<file path="src/rtl/wb_arbiter.sv">
// wb_arbiter
// Writeback arbiter feeding the register file's single write port.
//   Port A : single-cycle pipeline results (a_valid/a_ready/a_rd/a_data)
//   Port B : long-latency results (b_valid/b_ready/b_rd/b_data)
//   Output : one registered write per cycle (rf_we/rf_wr/rf_wd)
//   Scoreboard : sb_set/sb_rd mark a long-latency destination pending;
//                busy_rs1/busy_rs2 report pending sources to decode;
//                sb_err is a sticky double-issue flag.
// Port A normally wins.  Port B is forced through once it has waited
// STARVE_LIMIT consecutive cycles, which stalls A for that one cycle.
module wb_arbiter #(
  parameter int unsigned STARVE_LIMIT = 4
) (
  input  logic        clk,
  input  logic        rst_n,
  input  logic        a_valid,
  output logic        a_ready,
  input  logic [4:0]  a_rd,
  input  logic [31:0] a_data,
  input  logic        b_valid,
  output logic        b_ready,
  input  logic [4:0]  b_rd,
  input  logic [31:0] b_data,
  input  logic        sb_set,
  input  logic [4:0]  sb_rd,
  input  logic [4:0]  rs1,
  input  logic [4:0]  rs2,
  output logic        busy_rs1,
  output logic        busy_rs2,
  output logic        sb_err,
  output logic        rf_we,
  output logic [4:0]  rf_wr,
  output logic [31:0] rf_wd
);

  typedef enum logic {
    REGWE_NONE  = 1'b0,
    REGWE_WRITE = 1'b1
  } regwe_e;

  localparam logic [3:0] LIMIT = 4'(STARVE_LIMIT);

  logic [3:0]  starve_cnt;
  logic        force_b;
  logic        acc_a;
  logic        acc_b;
  logic [4:0]  sel_rd;
  logic [31:0] sel_data;

  regwe_e      we_q;
  logic        wb_src_b;

  logic [31:1] pending;
  logic [31:0] pend_full;
  logic [31:0] clr_vec;
  logic [31:0] set_vec;
  logic [31:0] pend_next;
  logic        sb_dup;
  logic        sb_err_q;

  // Arbitration
  assign force_b = b_valid && (starve_cnt == LIMIT);
  assign a_ready = !force_b;
  assign b_ready = force_b || !a_valid;
  assign acc_a   = a_valid && a_ready;
  assign acc_b   = b_valid && b_ready;

  always_comb begin
    sel_rd   = a_rd;
    sel_data = a_data;
    if (acc_b) begin
      sel_rd   = b_rd;
      sel_data = b_data;
    end
  end

  always_ff @(posedge clk or negedge rst_n) begin
    if (!rst_n) begin
      starve_cnt <= '0;
    end else if (!b_valid || acc_b) begin
      starve_cnt <= '0;
    end else if (starve_cnt != LIMIT) begin
      starve_cnt <= starve_cnt + 4'd1;
    end
  end

  // Registered write stage; address/data hold when nothing is accepted
  always_ff @(posedge clk or negedge rst_n) begin
    if (!rst_n) begin
      we_q     <= REGWE_NONE;
      rf_wr    <= '0;
      rf_wd    <= '0;
      wb_src_b <= 1'b0;
    end else if (acc_a || acc_b) begin
      we_q     <= (sel_rd != '0) ? REGWE_WRITE : REGWE_NONE;
      rf_wr    <= sel_rd;
      rf_wd    <= sel_data;
      wb_src_b <= acc_b;
    end else begin
      we_q <= REGWE_NONE;
    end
  end

  assign rf_we = (we_q == REGWE_WRITE);

  // Scoreboard: the live B write clears its bit on the edge it commits;
  // applying set after clear makes a same-edge set win.
  assign pend_full = {pending, 1'b0};

  always_comb begin
    clr_vec = '0;
    set_vec = '0;
    if (we_q == REGWE_WRITE && wb_src_b) clr_vec[rf_wr] = 1'b1;
    if (sb_set && sb_rd != '0) set_vec[sb_rd] = 1'b1;
    pend_next = (pend_full & ~clr_vec) | set_vec;
  end

  assign sb_dup = sb_set && (sb_rd != '0) && pend_full[sb_rd] && !clr_vec[sb_rd];

  always_ff @(posedge clk or negedge rst_n) begin
    if (!rst_n) begin
      pending  <= '0;
      sb_err_q <= 1'b0;
    end else begin
      pending <= pend_next[31:1];
      if (sb_dup) sb_err_q <= 1'b1;
    end
  end

  assign sb_err   = sb_err_q;
  assign busy_rs1 = pend_full[rs1];
  assign busy_rs2 = pend_full[rs2];

endmodule

</file>
<file path="config.mk">
export PLATFORM = sky130hd
export DESIGN_NAME = wb_arbiter
export DESIGN_NICKNAME = d
export VERILOG_FILES = /design/src/rtl/wb_arbiter.sv
export SDC_FILE = /design/constraint.sdc
export NUM_CORES = 1
export LEC_CHECK = 0
export CORE_MARGIN = 8
export CORE_UTILIZATION = 35
export DETAILED_ROUTE_END_ITERATION = 8
export PLACE_DENSITY = 0.68
export SYNTH_ARGS = -nofsm -noshare
export SYNTH_HDL_FRONTEND = slang
export SYNTH_SLANG_ARGS = --single-unit
</file>
<file path="constraint.sdc">
create_clock -name clk -period 4.3 [get_ports clk]
set_clock_uncertainty 0.15 [all_clocks]
set_input_delay 0.43 -clock clk [delete_from_list [all_inputs] [get_ports clk]]
set_output_delay 0.43 -clock clk [all_outputs]
set_load 0.1 [all_outputs]
</file>
==> impl_results.md <==
- Initial core utilization: 0.359
- First-pass GRT wire length: 22.0 mm
- Setup bufs post-CTS: 0
- Reg-to-reg endpoint: rf_wd[5]
- Die Ht: 124 microns
- Synth Instances: 398
- R2r setup slk: 2150 ps
- Tcrit/Tclk final: 0.782
- Critical Path Sink Type: primary output
- RSZ-0062 raised after global routing: no
- Die area: 0.0155 sq mm
- Post-synth EDFFs: 0
- Synthesized area per cell: 10.3 sq um
- Worst vdd ir: 0.000312 V
- Number of max-slew violations in the final report: 0
- Leakage: 2.31 nW
- CTS root buf: clkbuf_16
- Synth Net Count: 494
- Critical path class: input port to primary output
- Startpoint types: input port
- Core Area: 0.0115 sq mm
- First drt pass iteration count: 5
- Placed inst area: 0.00555 sq mm
- Port Buffer Count: 136
- Area fraction of the dominant cell type after synthesis: 0.456
- Top post-synthesis cells by area: dfrtp_1 46%, o21ai_0 13%, mux4_2 11%, mux2i_1 11%, nand2_1 4.4%
- Routed vias: 3731
- Status: finished, final reports clean
- Cell taking the most area after synthesis: dfrtp_1
- N_diodes: 0
- Worst skew pair latency: 330 ps
- Vias/cell: 5.59
- Nets@finish: 615
- Max-slew headroom: 0.278
- Final-report setup violation count: 0
- Fill cells: 1011
- Clock sinks: 75
- CTS tree: built
- Post-detailed-placement half-perimeter wirelength: 10.3 mm
- Post-cts resize count: 0
- Worst-path clk slew: 60 ps
- Hold crit path type: input port to async pin
- Prevailing post-synth register cell: dfrtp_1
- Pwr/cell area: 447 mW/mm^2
- Setup TNS: 0 ps
- Ys async rst share: 1.00
- Final Hold Fails: 0
- Yosys synthesis warning count: 0
- Detailed-route DRC error count: 0
- Post-Syn Area: 0.00412 sq mm
- Vias in the first global route: 3983
- Cell row count: 39
- Antenna violation net count after detailed routing: 0
- CTS Buf Count: 9
- Clock buffer depth: 2
- Final Util: 0.514
- Post-CTS Hold Buffers: 0
- Pre-CTS setup slack: 922 ps
- Worst-Margin Slew: 1080 ps
- All-Layer GR Usage: 0.175
- Worst reg2reg path depth: 6
- Max_cap viols: 0
- H-tree depth: 3
- Initial antenna violation count: 0
- Arrival time worst endpoint: 2780 ps
- Setup ws final: 937 ps
- Initial DRC Count: 368
- Critical Path RT: 3720 ps
- Global placement routability congestion: 0.913
- Sequential cell area fraction in the yosys report: 0.456
- Per-cell routed wire length: 20.6 microns
- Share of cells above drive strength 1: 0.101
- Largest net degree at the start of global routing: 76
- Synth cell types: 31
- Finished Cell Area: 0.00589 sq mm
- CP Max Fanout: 9
- FF+latch count, synth: 75
- IO Pins: 137
- Area delta synth->final: 43.0%
- GRT overflow: 0
- Final wirelength: 13.7 mm
- DIE WIDTH: 124 microns
- Max Clock Freq: 297 MHz
- FF-to-FF Start: starve_cnt[0]
- Final min period: 3360 ps
layer usage:
layer	vias up	global-route usage	wire length, microns
li1	1698	-	-
met1	1751	0.211	5530
met2	243	0.263	5970
met3	39	0.0864	1860
met4	0	0.0680	369
met5	-	0	0
placed cells by master, fill, tap and decap left out, drive strengths merged, types with 6 or more instances in the layout:
master	n
or3	6
clkdlybuf4s50	131
nor2	9
mux4	21
nand2	48
nand3	7
nand3b	7
mux2i	44
o21ai	108
dfrtp	75
buf	7
clkbuf	11
through the flow:
stage          instances  total power, mW  hold WS, ps
6_report             667             2.63         93.0
5_1_grt              667             2.74          192
4_1_cts              667             2.65          143
3_5_place_dp         651             1.77          330
3_3_place_gp         651             1.75          323
2_1_floorplan        398             1.47        -15.6
logic make-up (layout without fill, tap and decap cells):
family | Yosys count | in the layout | share of synthesized area
XOR/XNOR | 7 | 7 | 0.0149
adder cells (fa/ha/maj) | 2 | 2 | 0.00607
flip-flops | 75 | 75 | 0.456
multiplexers | 70 | 70 | 0.235
buffers and inverters | 33 | 159 | 0.0316
AO/OA/AOI/OAI | 118 | 118 | 0.146
AND/OR/NAND/NOR | 93 | 93 | 0.110
power by group:
part / leakage [nW] / internal [mW] / switching (mW)
Clock: 0.169 / 0.581 / 0.287
Sequential: 0.839 / 0.814 / 0.143
Combinational: 1.31 / 0.315 / 0.492
Yosys cell counts (6+ instances only):
master    number
mux2i_1       44
or3_1          6
dfrtp_1       75
clkbuf_1      21
o21ai_0      108
nand3b_1       7
mux4_2        21
nor2_1         9
nand3_1        7
nand2_1       48
worst max path at each step:
| stage | startpoint | endpoint | slack, ps | depth (start not counted) |
|---|---|---|---|---|
| detailed placement | rs2[0] | busy_rs2 | 920 | 5 |
| floorplan | b_valid | b_ready | 850 | 5 |
| finish | rs2[0] | busy_rs2 | 940 | 5 |
| CTS | rs2[0] | busy_rs2 | 910 | 5 |
| global route | rs2[0] | busy_rs2 | 790 | 5 |
| global placement | rs1[0] | busy_rs1 | 1000 | 5 |
worst max-delay path, stage by stage:
cell and delay (ps):
clkdlybuf4s50_1 800, mux4_2 570, mux4_2 470, mux2_2 270, buf_4 230
layout make-up:
cell class	count	area [sq um]	share of cell area
clock inverter	5	100	0.0170
multi-input combinational	290	2110	0.359
inverter	5	18.8	0.00319
sequential	75	1880	0.319
timing repair buffer	138	1360	0.231
tap	143	179	0.0304
clock buffer	11	243	0.0412
registers in the layout (all words and copies together), names as in the netlist:
register / cells
pending: 31
rf_wd: 32
rf_we: 1
rf_wr: 5
sb_err: 1
starve_cnt: 4
wb_src_b: 1
No activity file was read; power rests on OpenSTA's default activity.
